$ cat src/rtl/sat_add_signed.sv
// Registered two's-complement saturating adder with positive/negative clamp flags.
// Optional saturation event counter compiled in with `define SAT_ADD_SAT_COUNT_EN.
module sat_add_signed #(
    parameter int WIDTH = 8,
    parameter int CNT_W = 16
) (
    input  logic                    clk,
    input  logic                    rst,
    input  logic                    in_valid,
    input  logic signed [WIDTH-1:0] a_in,
    input  logic signed [WIDTH-1:0] b_in,
    output logic signed [WIDTH-1:0] sum_out,
    output logic                    out_valid,
    output logic                    sat_pos,
    output logic                    sat_neg
`ifdef SAT_ADD_SAT_COUNT_EN
    ,
    output logic [CNT_W-1:0]        sat_count,
    input  logic                    sat_count_clr
`endif
);

    localparam logic [WIDTH-1:0] MAX_VAL = {1'b0, {(WIDTH-1){1'b1}}};
    localparam logic [WIDTH-1:0] MIN_VAL = {1'b1, {(WIDTH-1){1'b0}}};

    if (WIDTH < 2 || WIDTH > 32 || CNT_W < 1) begin : g_param_chk
        $error("sat_add_signed: illegal WIDTH or CNT_W");
    end

    logic [WIDTH:0]   raw;
    logic             pos_ovf;
    logic             neg_ovf;
    logic [WIDTH-1:0] sum_d, sum_q;
    logic             pos_d, pos_q;
    logic             neg_d, neg_q;
    logic             vld_q;

    // The extra sign bit makes the top two bits disagree exactly when the sum overflows.
    assign raw     = {a_in[WIDTH-1], a_in} + {b_in[WIDTH-1], b_in};
    assign pos_ovf = ~raw[WIDTH] &  raw[WIDTH-1];
    assign neg_ovf =  raw[WIDTH] & ~raw[WIDTH-1];

    always_comb begin
        sum_d = sum_q;
        pos_d = pos_q;
        neg_d = neg_q;
        if (in_valid) begin
            pos_d = pos_ovf;
            neg_d = neg_ovf;
            if (pos_ovf)      sum_d = MAX_VAL;
            else if (neg_ovf) sum_d = MIN_VAL;
            else              sum_d = raw[WIDTH-1:0];
        end
    end

    always_ff @(posedge clk or posedge rst) begin
        if (rst) begin
            sum_q <= '0;
            pos_q <= 1'b0;
            neg_q <= 1'b0;
            vld_q <= 1'b0;
        end else begin
            sum_q <= sum_d;
            pos_q <= pos_d;
            neg_q <= neg_d;
            vld_q <= in_valid;
        end
    end

    assign sum_out   = sum_q;
    assign out_valid = vld_q;
    assign sat_pos   = pos_q;
    assign sat_neg   = neg_q;

`ifdef SAT_ADD_SAT_COUNT_EN
    logic [CNT_W-1:0] cnt_d, cnt_q;

    // Clear wins over a same-cycle increment; the count sticks at all-ones.
    always_comb begin
        cnt_d = cnt_q;
        if (sat_count_clr)
            cnt_d = '0;
        else if (in_valid && (pos_ovf || neg_ovf) && (cnt_q != {CNT_W{1'b1}}))
            cnt_d = cnt_q + CNT_W'(1);
    end

    always_ff @(posedge clk or posedge rst) begin
        if (rst) cnt_q <= '0;
        else     cnt_q <= cnt_d;
    end

    assign sat_count = cnt_q;
`endif

endmodule

$ cat config.mk
export PLATFORM = sky130hd
export DESIGN_NAME = sat_add_signed
export DESIGN_NICKNAME = d
export VERILOG_FILES = /design/src/rtl/sat_add_signed.sv
export SDC_FILE = /design/constraint.sdc
export NUM_CORES = 1
export LEC_CHECK = 0
export CAP_MARGIN = 20
export CORE_ASPECT_RATIO = 0.9
export CORE_MARGIN = 2
export CORE_UTILIZATION = 48
export CTS_BUF_LIST = sky130_fd_sc_hd__clkbuf_2
export CTS_CLUSTER_SIZE = 14
export DETAILED_ROUTE_END_ITERATION = 8
export PLACE_DENSITY = 0.82
export SLEW_MARGIN = 20
export SYNTH_ARGS = -nofsm -noshare
export SYNTH_HDL_FRONTEND = slang
export SYNTH_SLANG_ARGS = --single-unit
$ cat constraint.sdc
create_clock -name clk -period 1.1 [get_ports clk]
set_clock_uncertainty 0.05 [all_clocks]
set_input_delay 0.22 -clock clk [delete_from_list [all_inputs] [get_ports clk]]
set_output_delay 0.22 -clock clk [all_outputs]
set_load 0.01 [all_outputs]
Word-level counts from Yosys, hierarchy flattened
Index checks and enable logic that the tools add are counted.

storage, ports and cells
  register bits after elaboration = 11
  input port bits = 19
  output and inout bits = 11
  word-level logic and storage cells = 11

operators by class
  add/subtract/negate cells = 1
  multiplexer cells = 2
  bitwise gates (word level) = 4

operators by type and width
  kind                                    number
  8-bit 2-to-1 mux                        2
  8-bit by 8-bit adder with 9-bit output  1
  1-bit bitwise AND                       2
  1-bit NOT                               2

Depth between registers and ports, before layout
Gate-level depths: netlist of the first run.

  depth in word-level cells = 5
  mapped depth = 9
  mapped depth without buffers = 8

Least setup slack after synthesis of the first run
OpenSTA, ideal clock, no wires.

  path kind = input to register
  start = input port a_in[0]
  end = register sum_q[5], in the netlist sum_out[5]
  setup time = 0.095 ns
  arrival = 1.854 ns
  required time = 0.955 ns
  setup slack = -0.900 ns
  stages = 9
  path buffers = 1
  cells stage by stage = ha_1 > inv_1 > fa_1 > nor2b_1 > o211ai_1 > a22oi_2 > buf_6 > a31oi_1 > o31ai_1

between the ends
  cells in the longest elaborated chain, start to end = 5
  elaborated cells on any way between the ends = 7
  classes of those cells = add/sub: 1; mux: 2; bitwise: 4

RTL lines
  what                                      RTL line  RTL
  from (decl)                               10        input logic signed [WIDTH-1:0] a_in,
  8-bit by 8-bit adder with 9-bit output *  39        assign raw = {a_in[WIDTH-1], a_in} + {b_in[WIDTH-1], b_in};
  1-bit NOT                                 41        assign neg_ovf = raw[WIDTH] & ~raw[WIDTH-1];
  1-bit bitwise AND                         41
  8-bit 2-to-1 mux                          51        else if (neg_ovf) sum_d = MIN_VAL;
  8-bit 2-to-1 mux *                        50        if (pos_ovf) sum_d = MAX_VAL;
  to (signal assigned)                      63        sum_q <= sum_d;
  to (decl)                                 33        logic [WIDTH-1:0] sum_d, sum_q;

Every way passes the cells marked *; elsewhere a longest branch is shown, timed or not.
A chain may end at the register's enable or synchronous reset.

Worst setup path in the final report of the first run
  start = input port b_in[0]
  end = register sum_q[3], in the netlist sum_out[3]

between the ends
  cells in the longest elaborated chain, start to end = 5
  elaborated cells on any way between the ends = 7
  classes of those cells = add/sub: 1; mux: 2; bitwise: 4

RTL lines
  what                                      RTL line  RTL
  from (decl)                               11        input logic signed [WIDTH-1:0] b_in,
  8-bit by 8-bit adder with 9-bit output *  39
  1-bit NOT                                 41
  1-bit bitwise AND                         41
  8-bit 2-to-1 mux                          51
  8-bit 2-to-1 mux *                        50

Marks and branches as above.

==> results of run 1 <==
-- flip-flops by register name, summed over array words and instances, names as in the netlist --
| signal | flops |
|---|---|
| sum_out | 8 |
| out_valid | 1 |
| sat_neg | 1 |
| sat_pos | 1 |
-- logic make-up after synthesis --
| logic type | Yosys count | share of synthesized area |
|---|---|---|
| AOI/OAI and AO/OA | 36 | 0.309 |
| and+or+nand+nor | 27 | 0.174 |
| buffers and inverters | 13 | 0.0671 |
| DFF | 11 | 0.289 |
| adders and majority gates | 9 | 0.126 |
| xor gates and xnor gates | 2 | 0.0184 |
| muxes | 1 | 0.0158 |
-- routing by layer --
layer	global-route usage	share of wire	vias to the layer above	wire, um
met5	0	0	-	0
met4	0.157	0.047	0	164
met3	0.0260	0.066	20	231
met2	0.496	0.50	73	1750
met1	0.321	0.39	536	1370
li1	-	-	505	-
-- final timing paths --
| kind | start | end | slack [ps] |
|---|---|---|---|
| worst max-delay path | b_in[0] | sum_out[3]$_DFFE_PP0P_ | -620 |
| worst min register to register | sat_pos$_DFFE_PP0P_ | sat_pos$_DFFE_PP0P_ | 500 |
| min in group clk | a_in[0] | sum_out[0]$_DFFE_PP0P_ | 330 |
| worst max register to register | sat_neg$_DFFE_PP0P_ | sat_neg$_DFFE_PP0P_ | 40 |
| worst min-delay path | rst | sat_pos$_DFFE_PP0P_ | 170 |
| max in group asynchronous | rst | sum_out[6]$_DFFE_PP0P_ | 540 |
-- synth_stat cells, drive strengths merged, types with 3 or more instances --
master | number | area, um^2
dfrtp | 11 | 275
inv | 10 | 37.5
ha | 8 | 100
o21ai | 6 | 33.8
a31oi | 5 | 31.3
a21oi | 4 | 31.3
nor2b | 4 | 25.0
o31ai | 4 | 35.0
a22oi | 3 | 27.5
nand2 | 3 | 11.3
nand4 | 3 | 18.8
nor2 | 3 | 11.3
nor3b | 3 | 27.5
-- per-stage QoR --
stage / instance area, um^2 / util
3_5_place_dp: 1510 / 0.796
2_1_floorplan: 1020 / -
6_report: 1690 / 0.894
3_3_place_gp: 1510 / 0.796
5_1_grt: 1690 / 0.894
4_1_cts: 1600 / 0.846
-- area by class of cell --
type,count,area share
Clock buffer,4,0.0118
Inverter,10,0.0222
Multi-Input combinational cell,75,0.496
Sequential cell,11,0.162
Tap cell,25,0.0185
Timing Repair Buffer,64,0.290
-- where the power goes --
group | switching, mW | total (mW) | internal (mW)
Clock | 0.156 | 0.252 | 0.0962
Sequential | 0.0406 | 0.520 | 0.479
Combinational | 0.521 | 1.08 | 0.557
Total | 0.718 | 1.85 | 1.13
-- timing repair --
action | 4_1_cts | 5_1_grt
gates cloned | 1 | 0
gates resized for setup | 126 | 14
pin swaps | 28 | 14
buffers inserted | 4 | 4
endpoints found under the setup margin | 21 | 19
==> results.yml, run 1 <==
drt:
  post_drt_wl_per_cell_um: 18.6
  vias: 1134
  drt-initial-drc-count: 44
  drt-total-wl_um: 3520
  drt_first_pass_iters: 6
  via_per_inst: 6.00
  drc: 0
  ant_nets: 0
timing:
  timing.setup.tns_ps: -5300
  postLayoutSetupSlackWorst_ps: -623
  rsz0062_at_grt: "yes"
  worstMarginPinSlew_ps: 429
  maxSlewViolCount: 0
  layout_worst_path_cycle_share: 1.57
  max_freq_ghz: 0.580
  finalSetupViolCount: 13
  slew_headroom: 0.714
  min_period_ps: 1720
  hold_viol: 0
  holdWs_ps: 167
logic_synthesis:
  synthArstFlopShare: 1.00
  yosysWarnings: 0
  synth_area_um2: 951
  synth.distinct_cells: 42
  synthCells: 99
  synthFlopType: "dfrtp_1"
  synth_edf_count: 0
  syn_nets: 127
  ys_ff_latch: 11
  yosysSeqAreaShare: 0.289
  synth_area_per_cell_um2: 9.61
worst_setup_path:
  crit_path_end_kind: "flop"
  critPathMaxFanout: 6
  crit_chain: "buf_6, ha_4, inv_2, fa_2, nor2b_2, o211ai_1, a22oi_2, buf_6, a31oi_1, o31ai_1"
  cp.arrival_ps: 1860
  max_stage_delay_ps: 340
  cp_num_buf_inv: 3
  critPathKind: "primary input to flop"
  critPathLaunchType: "primary input"
  path_depth: 10
  cp_slowest_cell: "fa_2"
  cp_top_family: "compound AO/OA/AOI/OAI gates"
  worst_ep_required_time_ps: 1230
  r2r_cells: 3
  cpMostUsedCell: "buf_6"
die:
  die_h_um: 46.2
  start_util: 0.502
  die_area_um2: 2350
  core.rowCount: 15
  coreArea_um2: 1900
  dieWidth_um: 50.9
  pin_count: 30
layout:
  multiInputGateArea_um2: 840
  diodes: 0
  ff_latch_area_um2: 275
  mostFrequentLayoutCells: "buf_4, buf_2, dfrtp_1, buf_6, ha_4"
  fill_cells: 85
  final_common_cell: "buf_4"
  final_cells: 189
  area_delta_synth_final_pct: 78.2
  layout.nets: 193
  drive_gt1_frac: 0.604
cts:
  cts_htree_levels: 1
  clock-root-buffer: "clkbuf_2"
  tritoncts: "done"
  cts_buffers: 3
  insertion_delay_ps: 280
  clockBufferDepth: 2
  postCtsHoldBufs: 0
  path_clk_slew_ps: 110
  clkSinkCount: 11
power:
  power_mw: 1.85
  peakVddDrop_mv: 0.829
  power_density_nw_per_um2: 1090
  p_leak_nw: 0.767
place:
  dpl.cell_count: 176
  dp_slack_ps: -1310
  hpwlAfterDp_um: 1940
  port_buffers: 29
  gp_congestion: 0.805
worst_hold_path:
  hold_class: "primary input to asynchronous set/reset pin"
flow_run:
  maxCapViolations: 0
status:
  status: "finished with violations"
  violations: "setup timing"
global_routing:
  grt_max_degree: 12
  track_usage: 0.273
  grt_pass1_wl_um: 4650
  grt_pass1_vias: 1032
  antenna_found_initial: 0
  overflow: 0
No activity file was read; power rests on OpenSTA's default activity.
==> inputs of run 2 (changes only) <==
Settings changed: CAP_MARGIN 20 to default, CORE_UTILIZATION 48 to 43, PLACE_DENSITY 0.82 to 0.78.
Clock period 1.1 ns to 1.45 ns, I/O delays scaled along.
==> results.yml, run 2 (same netlist as run 1, synthesis figures left out) <==
worst_setup_path:
  path_depth: 10
  critPathKind: "primary input to flop"
  rr_startpoint: "sum_out[2]$_DFFE_PP0P_"
  cpMostUsedCell: "buf_6"
  crit_path_end_kind: "flop"
  max_stage_delay_ps: 380
  r2r_end: "sum_out[2]$_DFFE_PP0P_"
  cp_num_buf_inv: 3
  cp.arrival_ps: 2040
  critPathMaxFanout: 4
  critPathLaunchType: "primary input"
  rrSetupSlack_ps: 470
  crit_chain: "buf_6, ha_4, inv_4, fa_2, nor2b_4, o211ai_1, a22oi_2, buf_6, a21oi_4, mux2_4"
  crit_start: "b_in[0]"
  worst_ep_required_time_ps: 1530
  crit_end: "sat_neg$_DFFE_PP0P_"
  r2r_cells: 3
  cp_top_family: "adder cells"
  cp_slowest_cell: "fa_2"
power:
  switching_share: 0.378
  power.internal_mw: 0.835
  p_seq_frac: 0.294
  power_density_nw_per_um2: 788
  p_switching_mw: 0.507
  peakVddDrop_mv: 0.595
  power_mw: 1.34
  comb_power_share: 0.578
  p_leak_nw: 0.754
  clkPwrFrac: 0.127
layout:
  final_common_cell: "buf_4"
  layout.nets: 189
  fill_cells: 142
  diodes: 0
  multiInputGateArea_um2: 861
  ff_latch_area_um2: 275
  area_delta_synth_final_pct: 79.1
  drive_gt1_frac: 0.544
  largest_reg_flops: 8
  final_cells: 187
  fin_util: 0.795
  mostFrequentLayoutCells: "buf_4, dlygate4sd2_1, dfrtp_1, buf_2"
timing:
  min_period_ps: 1960
  finalSetupViolCount: 10
  worstMarginPinSlew_ps: 397
  timing.setup.tns_ps: -4250
  maxSlewViolCount: 0
  rsz0062_at_grt: "yes"
  postLayoutSetupSlackWorst_ps: -507
  slew_headroom: 0.735
  layout_worst_path_cycle_share: 1.35
  hold_viol: 0
  max_freq_ghz: 0.511
die:
  start_util: 0.444
  pin_count: 30
  die_area_um2: 2600
  coreArea_um2: 2140
  core.rowCount: 16
  dieWidth_um: 53.6
  die_h_um: 48.6
status:
  status: "finished with violations"
  violations: "setup timing"
cts:
  cts_buffers: 3
  path_clk_slew_ps: 110
  postCtsHoldBufs: 0
  clockBufferDepth: 2
  tritoncts: "done"
  clkSinkCount: 11
  clock-root-buffer: "clkbuf_2"
  insertion_delay_ps: 240
  cts_htree_levels: 1
worst_hold_path:
  hold_class: "primary input to asynchronous set/reset pin"
drt:
  drt_first_pass_iters: 4
  ant_nets: 0
  post_drt_wl_per_cell_um: 18.4
  drt-total-wl_um: 3450
  vias: 1091
  drc: 0
  via_per_inst: 5.83
  drt-initial-drc-count: 20
global_routing:
  grt_pass1_vias: 1158
  grt_pass1_wl_um: 5210
  grt_max_degree: 12
  overflow: 0
  antenna_found_initial: 0
  track_usage: 0.272
place:
  gp_congestion: 0.812
  port_buffers: 29
  hpwlAfterDp_um: 1940
  dpl.cell_count: 175
flow_run:
  maxCapViolations: 0
run 2: changes by cell type in the layout (fill, tap and decap cells not counted), moves of 2 or more:
| cell | delta |
|---|---|
| o31ai_2 | +2 |
| dlygate4sd2_1 | +10 |
| buf_4 | -5 |
| buf_2 | -8 |
| o31ai_1 | -2 |
| o21ai_0 | +2 |
| buf_6 | -2 |
| o21ai_1 | -2 |
| a31oi_2 | +2 |
run 2: metrics by stage:
step	worst slack, ps	hold slack, ps	area [um^2]
2_1_floorplan	-443	92.4	1020
3_3_place_gp	-926	422	1490
3_5_place_dp	-987	430	1490
4_1_cts	-276	257	1670
5_1_grt	-524	304	1700
6_report	-507	262	1700
run 2: area by class of cell:
class / count / share of cell area
repair buffers: 59 / 0.278
clock buffers: 4 / 0.0118
multi-input cells: 76 / 0.506
inverters: 10 / 0.0235
flip-flops and latches: 11 / 0.162
well taps: 27 / 0.0198
run 2: how the worst min path moves through the flow:
stage | from | end | slack, ps | depth (start not counted)
2_1_floorplan | rst | out_valid$_DFF_PP0_ | 90 | 1
3_5_place_dp | sum_out[6]$_DFFE_PP0P_ | sum_out[6]$_DFFE_PP0P_ | 430 | 2
5_1_grt | rst | sum_out[2]$_DFFE_PP0P_ | 300 | 2
3_3_place_gp | sum_out[3]$_DFFE_PP0P_ | sum_out[3]$_DFFE_PP0P_ | 420 | 2
4_1_cts | rst | out_valid$_DFF_PP0_ | 260 | 2
6_report | rst | sat_pos$_DFFE_PP0P_ | 260 | 2
run 2: what timing repair did:
item / CTS / global route
endpoints found under the setup margin: 21 / 10
pin swaps: 25 / 5
resized for setup: 98 / 6
endpoints found under the hold margin: 0 / 0
gates cloned: 1 / 1
buffers inserted: 7 / 0
run 2: routing by layer:
layer / vias to the layer above / share of wire / track usage
li1: 500 / - / -
met1: 523 / 0.36 / 0.290
met3: 14 / 0.053 / 0.0494
met2: 54 / 0.54 / 0.473
met5: - / 0 / 0
met4: 0 / 0.046 / 0.175
run 2: worst register-to-register path: stages, from the launching register on:
cell     delay (ps)
dfrtp_1         400
nor2b_1         150
a31oi_1         150
nand3_1         120
run 2: power groups by stage:
stage	registers (mW)	logic (mW)	clock network [mW]
final	0.395	0.776	0.171
after global routing	0.399	0.824	0.193
after CTS	0.391	0.708	0.173
after detailed placement	0.398	0.636	0
after global placement	0.396	0.614	0
after floorplan	0.426	0.312	0
